## config.mk

```make
export PLATFORM = sky130hd
export DESIGN_NAME = mem_port_arbiter
export DESIGN_NICKNAME = d
export VERILOG_FILES = /design/src/rtl/mem_port_arbiter.sv
export SDC_FILE = /design/constraint.sdc
export NUM_CORES = 1
export LEC_CHECK = 0
export ABC_AREA = 1
export CELL_PAD_IN_SITES_DETAIL_PLACEMENT = 2
export CELL_PAD_IN_SITES_GLOBAL_PLACEMENT = 2
export CORE_ASPECT_RATIO = 0.8
export CORE_MARGIN = 1.5
export CORE_UTILIZATION = 25
export CTS_BUF_LIST = sky130_fd_sc_hd__clkbuf_4
export DETAILED_ROUTE_END_ITERATION = 7
export HOLD_SLACK_MARGIN = 0.05
export PLACE_DENSITY = 0.95
export SLEW_MARGIN = 20
export SYNTH_ARGS = -nofsm -noshare
export SYNTH_HDL_FRONTEND = slang
export SYNTH_SLANG_ARGS = --single-unit
```

## constraint.sdc

```tcl
create_clock -name clk -period 2.6 [get_ports clk]
set_input_delay 0.65 -clock clk [delete_from_list [all_inputs] [get_ports clk]]
set_output_delay 0.65 -clock clk [all_outputs]
set_load 0.02 [all_outputs]
```

## src/rtl/mem_port_arbiter.sv

```systemverilog
// mem_port_arbiter: serialises fetch and data accesses onto one memory port.
// Data has priority over fetch, but a streak limit makes sure fetch is never starved.
module mem_port_arbiter #(
   parameter int ADDR_W      = 32,
   parameter int DATA_W      = 32,
   parameter int MEM_LATENCY = 1,
   parameter int MAX_STREAK  = 4
) (
   input  logic              clk,
   input  logic              reset,
   input  logic              i_req,
   input  logic [ADDR_W-1:0] i_addr,
   output logic [DATA_W-1:0] i_rdata,
   output logic              i_done,
   input  logic              d_req,
   input  logic              d_we,
   input  logic [ADDR_W-1:0] d_addr,
   input  logic [DATA_W-1:0] d_wdata,
   output logic [DATA_W-1:0] d_rdata,
   output logic              d_done,
   output logic [ADDR_W-1:0] mem_addr,
   output logic [DATA_W-1:0] mem_wdata,
   output logic              mem_wr_en,
   input  logic [DATA_W-1:0] mem_rdata,
   output logic              busy
);
   localparam int CW = MEM_LATENCY > 1 ? $clog2(MEM_LATENCY) : 1;
   localparam int SW = $clog2(MAX_STREAK + 1);
   typedef enum logic {IDLE, BUSY} state_t;
   state_t state, state_nxt;
   logic [CW-1:0] cnt;
   logic [SW-1:0] streak;
   logic [ADDR_W-1:0] lat_addr;
   logic [DATA_W-1:0] lat_wdata;
   logic sel_d, lat_we, first, grant, grant_d, finish;
   always_comb begin
      grant     = state == IDLE && (i_req || d_req);
      grant_d   = d_req && (!i_req || streak != SW'(MAX_STREAK));
      finish    = state == BUSY && cnt == '0;
      state_nxt = grant ? BUSY : finish ? IDLE : state;
      busy      = state == BUSY;
      mem_addr  = busy ? lat_addr : '0;
      mem_wdata = busy ? lat_wdata : '0;
      mem_wr_en = busy && first && lat_we;
   end
   always_ff @(posedge clk or negedge reset)
      if (!reset) state <= IDLE;
      else state <= state_nxt;
   // The write strobe is limited to the first BUSY cycle, so a store commits once however long the latency is.
   always_ff @(posedge clk or negedge reset)
      if (!reset) begin
         cnt       <= '0;
         streak    <= '0;
         sel_d     <= 1'b0;
         lat_we    <= 1'b0;
         first     <= 1'b0;
         lat_addr  <= '0;
         lat_wdata <= '0;
         i_rdata   <= '0;
         d_rdata   <= '0;
         i_done    <= 1'b0;
         d_done    <= 1'b0;
      end else begin
         i_done <= finish && !sel_d;
         d_done <= finish && sel_d;
         first  <= grant;
         if (grant) begin
            sel_d     <= grant_d;
            lat_addr  <= grant_d ? d_addr : i_addr;
            lat_we    <= grant_d && d_we;
            lat_wdata <= d_wdata;
            cnt       <= CW'(MEM_LATENCY - 1);
            streak    <= !(grant_d && i_req) ? '0 : streak == SW'(MAX_STREAK) ? streak : streak + 1'b1;
         end else if (busy && cnt != '0) cnt <= cnt - 1'b1;
         if (finish && !sel_d) i_rdata <= mem_rdata;
         if (finish && sel_d && !lat_we) d_rdata <= mem_rdata;
      end
endmodule

```

==> results of run 1 <==
==> worst register-to-register path, delay by kind of cell (launching register included) <==
family | cells | cell delay, ns
flops | 1 | 0.41
buf+inv | 3 | 0.77
compound gates | 1 | 0.30
simple gates | 2 | 0.57
==> cells by family (layout without fill, tap and decap cells) <==
logic type | Yosys count | after routing
compound gates | 70 | 70
flops | 138 | 138
buf+inv | 212 | 480
fa+ha+maj | 2 | 2
other cells | 0 | 1
xor+xnor | 1 | 1
simple gates | 404 | 404
==> final timing paths <==
check	from	endpoint	slack, ns	cells past startpoint
min in group asynchronous	reset	i_rdata[2]	0.59	2
worst max register to register	busy	d_rdata[0]	0.46	6
worst min-delay path	cnt	d_done	0.48	1
worst min register to register	cnt	d_done	0.48	1
worst max-delay path	busy	mem_wdata[22]	0.14	4
max in group asynchronous	reset	busy	1.24	3
==> per-layer routing <==
layer  routed length (um)  up-vias  global-route usage (%)
li1                     -     2947                       -
met1                10600     3043                    23.3
met2                12100      165                    33.5
met3                 1080       17                    3.94
met4                  231        0                    4.83
met5                    0        -                       0
==> repair_timing <==
item,CTS,global route
gates resized for setup,66,0
endpoints found under the setup margin,66,0
hold endpoints to repair,46,0
hold buffers,1,0
==> power breakdown <==
| group | leakage (nW) | total [mW] | internal (mW) | switching (mW) |
|---|---|---|---|---|
| Combinational | 3.55 | 2.95 | 1.27 | 1.67 |
| Sequential | 1.69 | 3.05 | 2.71 | 0.342 |
| Clock | 0.175 | 1.71 | 0.785 | 0.926 |
==> area by class of cell <==
class / count / area share, %
tap: 318 / 4.14
timing repair buffer: 280 / 28.8
multi-input combinational: 477 / 21.0
inverter: 168 / 6.55
clock buffer: 17 / 1.33
sequential: 138 / 35.9
antenna: 1 / 0.0260
clock inverter: 15 / 2.22
==> synthesized netlist by cell type <==
cell	number	area [um2]
sky130_fd_sc_hd__nand3_1	66	330
sky130_fd_sc_hd__nor2_1	2	7.51
sky130_fd_sc_hd__nand3_2	2	20.0
sky130_fd_sc_hd__buf_2	19	95.1
sky130_fd_sc_hd__o21ai_0	54	270
sky130_fd_sc_hd__xor2_1	1	8.76
sky130_fd_sc_hd__inv_2	2	7.51
sky130_fd_sc_hd__dfrtp_1	138	3450
sky130_fd_sc_hd__ha_1	2	25.0
sky130_fd_sc_hd__nand2_1	329	1230
sky130_fd_sc_hd__nand4_1	1	6.26
sky130_fd_sc_hd__buf_1	7	26.3
sky130_fd_sc_hd__inv_1	166	623
sky130_fd_sc_hd__buf_6	2	22.5
sky130_fd_sc_hd__nand2_2	1	6.26
sky130_fd_sc_hd__nand3b_1	1	7.51
sky130_fd_sc_hd__o21ai_4	1	16.3
sky130_fd_sc_hd__nor2_2	1	6.26
sky130_fd_sc_hd__clkbuf_1	11	41.3
sky130_fd_sc_hd__o21ai_1	15	75.1
sky130_fd_sc_hd__buf_4	5	37.5
sky130_fd_sc_hd__nor3_1	1	5.00
==> sequential cells by signal, indices dropped and copies added, names as in the netlist <==
name and cells:
cnt 1, first 1, lat_we 1, sel_d 1, lat_addr 32, busy 1, i_rdata 32, streak 3
i_done 1, d_done 1, lat_wdata 32, d_rdata 32
==> stage by stage <==
stage	worst slack, ns	cell area (um2)	hold WS (ns)
2_1_floorplan	0.762	6330	0.354
3_3_place_gp	0.500	9350	0.462
3_5_place_dp	0.378	9350	0.467
4_1_cts	0.0649	9620	0.479
5_1_grt	0.0134	9620	0.503
6_report	0.142	9620	0.477
==> qor.log, run 1 <==
INFO  clock_tree     clk_root_buffer_cell=sky130_fd_sc_hd__clkbuf_4
INFO  route          drc=0
INFO  cells_and_area nFillCells=2820
INFO  route          first_iteration_detailed_routing_drc_count=309
INFO  logic_synthesis synth.lib_cells_used.distinct=22
INFO  sta            timing_hold_violations_final=0
INFO  setup_path     required=1.95ns
INFO  setup_path     cp-end-kind=primary output
INFO  setup_path     crit_path_top_delay_cell=sky130_fd_sc_hd__dfrtp_2
INFO  global_route   grt-ovfl-total=0
INFO  cells_and_area final_core_utilization=39.2%
INFO  global_route   globalRouteTotalUtil=18.9%
INFO  logic_synthesis syn-cell-area=0.00633mm2
INFO  run_status     run_status=finished, final reports clean
INFO  route          drt-total-wl=24100um
INFO  setup_path     critical-path-max-stage-delay=0.41ns
INFO  cells_and_area finalNetCount=1217
INFO  die            design.die.area=0.0263mm2
INFO  die            die_width=181um
INFO  sta            grt_setup_unrepaired=no
INFO  cells_and_area area.growth.synth_to_final=52.1%
INFO  sta            post-route-min-period=2.46ns
INFO  place          placed_cells_incl_taps=1380
INFO  sta            timing.fmax=407MHz
INFO  die            initial_core_util=25.7%
INFO  sta            timing.clock.skew=0.0271ns
INFO  logic_synthesis proportion_of_synthesized_chip_area_in_sequential_cells=54.6%
INFO  logic_synthesis ys_ff_latch=138
INFO  flow_run       max_cap_viol_count=0
INFO  setup_path     start_kind=flop
INFO  die            top_level_ports=265
INFO  cells_and_area layout.area.seq=0.00345mm2
INFO  place          placement.io_buffers=264
INFO  power          max-vdd-ir-drop=0.343mV
INFO  clock_tree     postCtsSetupRepairBufs=0
INFO  global_route   grt_pass1_vias=7087
INFO  setup_path     worst-path-buf-inv=3
INFO  sta            finalSetupViolations=0
INFO  sta            worst-slew-pin-transition=0.493ns
INFO  sta            max_slew_margin=67.1%
INFO  global_route   grt_first_pass_wirelength=38900um
INFO  cells_and_area most-common-layout-cells=328 x sky130_fd_sc_hd__nand2_1, 197 x sky130_fd_sc_hd__clkdlybuf4s50_1, 166 x sky130_fd_sc_hd__inv_1
INFO  logic_synthesis synth_xor_xnor_area_share=0.138%
INFO  logic_synthesis syn-num-nets=962
INFO  clock_tree     htree_levels=4
INFO  min_path       hold_path_class=flop to flop
INFO  cells_and_area drive_above_1_share=5.11%
INFO  clock_tree     cts.reportedPaths.clkPinSlew=0.15ns
INFO  clock_tree     worst_skew_pair.late_latency=0.57ns
INFO  die            die_height=145um
INFO  cells_and_area layout_commonest_cell=sky130_fd_sc_hd__nand2_1
INFO  logic_synthesis main_combinational_cell_family_by_area_after_synthesis=simple AND/OR/NAND/NOR gates
INFO  logic_synthesis area_fraction_in_compound_gates_after_synthesis=5.72%
INFO  cells_and_area multi_input_area=0.00202mm2
INFO  clock_tree     cts-root-to-sink-buffers=2
INFO  clock_tree     tritoncts=built
INFO  clock_tree     cts_made_buffers=17
INFO  logic_synthesis synth_mux_area_share=0%
INFO  sta            final_min_period_over_clock_period=94.5%
INFO  power          cellPowerDensity=801mW/mm2
INFO  route          drtPass1Iterations=4
INFO  logic_synthesis synthAdderAreaFrac=0.396%
INFO  logic_synthesis synth_simple_gate_area_share=25.7%
INFO  clock_tree     cts.sinks=138
INFO  setup_path     path_max_fanout=53
INFO  cells_and_area final_cells=1414
INFO  die            core=0.0246mm2
INFO  route          wire_per_inst=17.0um
INFO  route          antenna_left=0
INFO  setup_path     top_delay_family_on_crit_path=buffers and inverters
INFO  global_route   antenna_found_initial=1
INFO  route          via_count=6172
INFO  setup_path     critPathArrivalTime=1.81ns
INFO  global_route   grt_max_degree=66
INFO  power          power.static_leakage=5.42nW
INFO  die            rows=51
INFO  setup_path     path_cells=buf_12 > nand2_1 > inv_1 > dlygate4sd2_1
INFO  setup_path     critPathKind=flop to primary output
INFO  place          finalWeightedCongestion=0.760
INFO  logic_synthesis netlist_instances=827
INFO  sta            slew_viol_final=0
INFO  sta            setup_tns_final=0ns
INFO  power          report.power.total=7.70mW
INFO  logic_synthesis synth_warnings=0
INFO  logic_synthesis synthesis.area_per_instance=7.65um2
INFO  route          post_drt_via_cell_ratio=4.36
INFO  place          detailed_place_hpwl=18000um
Note: power is estimated with default switching activity, not from simulation.
==> inputs of run 2 (changes only) <==
Settings changed: CORE_UTILIZATION 25 to 21, HOLD_SLACK_MARGIN 0.05 to 0.1, PLACE_DENSITY 0.95 to 0.88, SETUP_SLACK_MARGIN set to 0.15.
Clock period 2.6 ns to 2.1 ns, I/O delays scaled along.
==> qor.log, run 2 (same netlist as run 1, synthesis figures left out) <==
INFO  run_status     run_status=finished, violations left
INFO  run_status     violations=negative setup slack
INFO  setup_path     critPathKind=flop to primary output
INFO  clock_tree     worst_skew_pair.late_latency=0.57ns
INFO  power          sequentialPowerShare=42.1%
INFO  global_route   grt_pass1_vias=7042
INFO  power          swShare=41.2%
INFO  sta            post-route-min-period=2.18ns
INFO  cells_and_area finalNetCount=1232
INFO  sta            slew_viol_final=0
INFO  global_route   grt_first_pass_wirelength=39500um
INFO  global_route   globalRouteTotalUtil=16.5%
INFO  setup_path     worst-path-buf-inv=5
INFO  setup_path     start_kind=flop
INFO  clock_tree     clk_root_buffer_cell=sky130_fd_sc_hd__clkbuf_4
INFO  sta            finalSetupViolations=41
INFO  setup_path     crit_path_top_delay_cell=sky130_fd_sc_hd__dfrtp_2
INFO  die            design.die.area=0.0312mm2
INFO  cells_and_area layout_commonest_cell=sky130_fd_sc_hd__nand2_1
INFO  setup_path     top_delay_family_on_crit_path=buffers and inverters
INFO  clock_tree     cts.sinks=138
INFO  die            core=0.0295mm2
INFO  route          antenna_left=0
INFO  place          detailed_place_hpwl=17800um
INFO  clock_tree     tritoncts=built
INFO  route          post_drt_via_cell_ratio=4.16
INFO  cells_and_area area.growth.synth_to_final=57.3%
INFO  power          internal_power=5.30mW
INFO  setup_path     regToRegStartpoint=busy
INFO  min_path       hold_path_class=input pin to async pin
INFO  clock_tree     cts_made_buffers=17
INFO  die            rows=56
INFO  setup_path     path_max_fanout=5
INFO  power          max-vdd-ir-drop=0.332mV
INFO  clock_tree     cts.reportedPaths.clkPinSlew=0.13ns
INFO  die            die_width=197um
INFO  cells_and_area drive_above_1_share=17.3%
INFO  power          clock_power_share=18.0%
INFO  power          power.share.combinational=39.8%
INFO  route          drtPass1Iterations=4
INFO  flow_run       max_cap_viol_count=0
INFO  setup_path     critPathArrivalTime=1.66ns
INFO  sta            finalHoldWorstSlack=0.354ns
INFO  global_route   grt-ovfl-total=0
INFO  sta            layout_setup_ws=-0.0836ns
INFO  setup_path     cp-end-kind=primary output
INFO  die            top_level_ports=265
INFO  global_route   grt_max_degree=66
INFO  die            initial_core_util=21.4%
INFO  route          first_iteration_detailed_routing_drc_count=231
INFO  setup_path     timing.rr.end=d_rdata[28]
INFO  setup_path     required=1.57ns
INFO  clock_tree     cts-root-to-sink-buffers=2
INFO  sta            worst-slew-pin-transition=0.498ns
INFO  die            die_height=158um
INFO  setup_path     timing.reg2reg.worst_path_depth=8
INFO  route          drt-total-wl=25400um
INFO  setup_path     timing.reg2reg.setup_slack=0.31ns
INFO  sta            final_min_period_over_clock_period=104%
INFO  route          wire_per_inst=16.7um
INFO  setup_path     critical_path.most_common_cell=sky130_fd_sc_hd__buf_6
INFO  sta            grt_setup_unrepaired=yes
INFO  place          placement.io_buffers=264
INFO  power          power_dissipated_by_switching_net_loads=3.72mW
INFO  global_route   antenna_found_initial=2
INFO  sta            timing_hold_violations_final=0
INFO  sta            timing.fmax=458MHz
INFO  route          drc=0
INFO  cells_and_area most-common-layout-cells=296 x sky130_fd_sc_hd__nand2_1, 145 x sky130_fd_sc_hd__inv_1, 137 x sky130_fd_sc_hd__dfrtp_1
INFO  power          cellPowerDensity=906mW/mm2
INFO  power          power.static_leakage=5.58nW
INFO  sta            setup_tns_final=-1.36ns
INFO  setup_path     path_cells=buf_6 > buf_12 > clkbuf_16 > nand2_2 > inv_2 > buf_6
INFO  place          finalWeightedCongestion=0.728
INFO  clock_tree     htree_levels=4
INFO  route          via_count=6309
INFO  sta            max_slew_margin=66.8%
INFO  setup_path     critical-path-max-stage-delay=0.45ns
INFO  sta            timing.clock.skew=0.0207ns
==> run 2: cell count changes in the layout (fill, tap and decap cells not counted), moves of 5 or more <==
cell and change:
sky130_fd_sc_hd__clkdlybuf4s50_1 -66, sky130_fd_sc_hd__buf_6 +36, sky130_fd_sc_hd__nand2_1 -32, sky130_fd_sc_hd__buf_2 +26, sky130_fd_sc_hd__inv_1 -21, sky130_fd_sc_hd__inv_2 +21, sky130_fd_sc_hd__nand2_2 +19, sky130_fd_sc_hd__nand2_4 +13
sky130_fd_sc_hd__buf_4 +11, sky130_fd_sc_hd__buf_16 +5
==> run 2: stage by stage <==
step	cell area (um2)	worst slack [ns]	total power, mW	cells	utilization [%]
after floorplan	6330	0.387	5.49	827	-
after global placement	9490	0.148	7.46	1471	32.2
after detailed placement	9490	0.00544	7.65	1471	32.2
after CTS	9730	-0.156	9.08	1514	33.0
after global routing	9950	-0.215	9.67	1518	33.7
final	9950	-0.0836	9.02	1518	33.7
==> run 2: how the worst max path moves through the flow <==
| stage | slack, ns | end | from | depth (start not counted) |
|---|---|---|---|---|
| floorplan | 0.39 | mem_addr[22] | busy | 4 |
| global placement | 0.15 | mem_addr[26] | busy | 4 |
| CTS | -0.16 | mem_wdata[11] | busy | 6 |
| global route | -0.21 | mem_wdata[9] | busy | 6 |
| detailed placement | 0.005 | lat_wdata[28] | i_req | 5 |
| finish | -0.08 | mem_wdata[9] | busy | 6 |
==> run 2: worst reg2reg max path, stage by stage (launching register included) <==
cell	delay [ns]
sky130_fd_sc_hd__dfrtp_2	0.45
sky130_fd_sc_hd__buf_6	0.16
sky130_fd_sc_hd__buf_16	0.17
sky130_fd_sc_hd__inv_2	0.15
sky130_fd_sc_hd__nor2_2	0.07
sky130_fd_sc_hd__nand3_2	0.07
sky130_fd_sc_hd__buf_6	0.39
sky130_fd_sc_hd__nand2_1	0.14
sky130_fd_sc_hd__o21ai_0	0.12
==> run 2: layer usage <==
layer	vias to the layer above	share of wire, %	global-route usage, %
met1	3149	44	20.4
met5	-	0	0
met3	18	4.7	3.88
met4	0	0.83	4.33
met2	160	50	28.9
li1	2982	-	-
==> run 2: final cells by class <==
class,count,area (um2)
Multi-Input combinational cell,477,2170
Tap cell,406,508
Clock inverter,13,97.6
Antenna cell,2,5.00
Clock buffer,19,143
Fill cell,3391,19500
Timing Repair Buffer,295,2940
Inverter,168,631
Sequential cell,138,3450
==> run 2: what timing repair did <==
action | CTS | global route
gates resized for setup | 418 | 69
gates cloned | 5 | 1
hold buffers | 1 | 0
endpoints found under the setup margin | 132 | 102
pin swaps | 1 | 1
hold endpoints to repair | 101 | 0
buffers inserted | 5 | 1
==> run 2: power by group through the flow <==
stage / combinational (mW) / sequential (mW) / clock, mW
after floorplan: 1.18 / 4.31 / 0
after global placement: 3.68 / 3.78 / 0
after detailed placement: 3.80 / 3.84 / 0
after CTS: 3.56 / 3.78 / 1.73
after global routing: 3.93 / 3.89 / 1.85
final: 3.59 / 3.80 / 1.63
==> inputs of run 3 (changes only) <==
Settings changed: CORE_UTILIZATION 21 to 24, PLACE_DENSITY 0.88 to 0.94, SLEW_MARGIN 20 to unset.
Clock period 2.1 ns to 2.05 ns, I/O delays scaled along.
==> qor.log, run 3 (same netlist as run 1, synthesis figures left out) <==
INFO  die            die_width=185um
INFO  die            design.die.area=0.0273mm2
INFO  die            die_height=148um
INFO  place          pre_cts_slack=0.0141ns
INFO  die            initial_core_util=24.7%
INFO  global_route   grt_pass1_vias=7084
INFO  sta            max_slew_margin=70.0%
INFO  setup_path     regToRegStartpoint=busy
INFO  setup_path     start_kind=flop
INFO  min_path       hold_path_class=input pin to async pin
INFO  cells_and_area final_core_utilization=39.2%
INFO  clock_tree     tritoncts=built
INFO  clock_tree     clk_root_buffer_cell=sky130_fd_sc_hd__clkbuf_4
INFO  place          placement.io_buffers=264
INFO  setup_path     timing.reg2reg.setup_slack=0.34ns
INFO  global_route   grt_util_met3=5.00%
INFO  sta            finalSetupViolations=20
INFO  die            core=0.0256mm2
INFO  cells_and_area nFillCells=2861
INFO  power          max-vdd-ir-drop=0.347mV
INFO  setup_path     required=1.54ns
INFO  place          placed_area=0.00944mm2
INFO  cells_and_area layout_commonest_cell=sky130_fd_sc_hd__nand2_1
INFO  sta            post-route-min-period=2.11ns
INFO  cells_and_area drive_above_1_share=18.9%
INFO  cells_and_area finalNetCount=1230
INFO  route          antenna_left=0
INFO  sta            layout_setup_ws=-0.0552ns
INFO  place          placed_cells_incl_taps=1416
INFO  cells_and_area area.growth.synth_to_final=58.4%
INFO  die            top_level_ports=265
INFO  flow_run       max_cap_viol_count=0
INFO  place          finalWeightedCongestion=0.766
INFO  global_route   gr-max-usage-layer=met2
INFO  clock_tree     htree_levels=4
INFO  cells_and_area design_area=0.0100mm2
INFO  route          first_iteration_detailed_routing_drc_count=192
INFO  cells_and_area final_cells=1460
INFO  die            rows=52
INFO  setup_path     timing.rr.end=d_rdata[30]
INFO  setup_path     critPathArrivalTime=1.59ns
INFO  route          post_drt_via_cell_ratio=4.35
INFO  run_status     violations=negative setup slack
INFO  cells_and_area most-common-layout-cells=299 x sky130_fd_sc_hd__nand2_1, 137 x sky130_fd_sc_hd__dfrtp_1, 131 x sky130_fd_sc_hd__clkdlybuf4s50_1
INFO  clock_tree     cts-root-to-sink-buffers=2
INFO  route          wire_per_inst=17.8um
INFO  clock_tree     cts.sinks=138
INFO  clock_tree     cts_made_buffers=17
INFO  global_route   grt_max_degree=66
INFO  sta            timing.fmax=475MHz
INFO  sta            worst-slew-pin-transition=0.450ns
INFO  setup_path     crit_path_start=busy
INFO  setup_path     crit_path_end=mem_wdata[14]
INFO  route          via_count=6344
INFO  sta            slew_viol_final=0
INFO  sta            grt_setup_unrepaired=yes
INFO  setup_path     critPathKind=flop to primary output
INFO  global_route   grt_first_pass_wirelength=38400um
INFO  global_route   globalRouteTotalUtil=18.0%
INFO  sta            final_min_period_over_clock_period=103%
INFO  sta            timing_hold_violations_final=0
INFO  clock_tree     cts.reportedPaths.clkPinSlew=0.14ns
INFO  global_route   grt-ovfl-total=0
INFO  run_status     run_status=finished, violations left
INFO  global_route   antenna_found_initial=1
INFO  power          report.power.total=9.49mW
INFO  clock_tree     worst_skew_pair.late_latency=0.53ns
INFO  global_route   met1_track_demand_over_resource_in_global_routing=21.8%
INFO  setup_path     cp-end-kind=primary output
INFO  power          cellPowerDensity=947mW/mm2
INFO  setup_path     timing.reg2reg.worst_path_depth=7
INFO  route          drtPass1Iterations=4
INFO  global_route   grtUsageMet2=32.4%
INFO  route          drc=0
INFO  route          drt-total-wl=26100um
INFO  sta            timing.clock.skew=0.0306ns
INFO  place          detailed_place_hpwl=18000um
INFO  setup_path     path_max_fanout=5
INFO  power          power.static_leakage=5.61nW
[run 3: report_power, final]
part	leakage, nW	internal, mW	switching, mW
sequential	1.69	3.43	0.479
combinational	3.78	1.54	2.27
clock	0.134	0.532	1.23
total	5.61	5.51	3.98
[run 3: area by class of cell]
class	instances	area [um2]	area share, %
antenna	1	2.50	0.0250
clock buffer	17	128	1.27
clock inverter	15	133	1.32
inverter	168	636	6.34
multi-input combinational	477	2200	22.0
sequential	138	3450	34.5
tap	351	439	4.38
timing repair buffer	293	3020	30.2
[run 3: metrics by stage]
stage	hold WS, ns	setup TNS (ns)
2_1_floorplan	0.217	0
3_3_place_gp	0.448	0
3_5_place_dp	0.455	0
4_1_cts	0.416	-3.44
5_1_grt	0.435	-5.87
6_report	0.465	-0.371
[run 3: metal layers]
| layer | vias up | share of wire, % |
|---|---|---|
| met3 | 22 | 5.8 |
| met1 | 3173 | 41 |
| li1 | 2972 | - |
| met5 | - | 0 |
| met4 | 0 | 1.3 |
| met2 | 177 | 52 |
[run 3: repair_timing]
item / 4_1_cts / 5_1_grt
gates resized for setup: 412 / 141
gates cloned: 1 / 6
pin swaps: 0 / 2
hold buffers: 1 / 0
setup buffers: 2 / 1
hold endpoints to repair: 32 / 0
setup endpoints to repair: 132 / 83
[run 3: how the worst min path moves through the flow]
stage               startpoint         end  slack (ns)  depth (start not counted)
floorplan                reset        busy        0.22                          0
CTS                      reset  i_rdata[9]        0.42                          2
global placement         reset  i_rdata[9]        0.45                          1
detailed placement       reset  i_rdata[9]        0.45                          1
global route             reset  i_rdata[9]        0.43                          2
finish                   reset  i_rdata[9]        0.46                          2
[run 3: worst max-delay path, cell delays in order, from the launching register on]
cell and delay [ns]:
sky130_fd_sc_hd__dfrtp_2 0.48, sky130_fd_sc_hd__buf_6 0.17, sky130_fd_sc_hd__clkbuf_16 0.16, sky130_fd_sc_hd__nand2_1 0.07, sky130_fd_sc_hd__inv_1 0.05, sky130_fd_sc_hd__buf_4 0.15
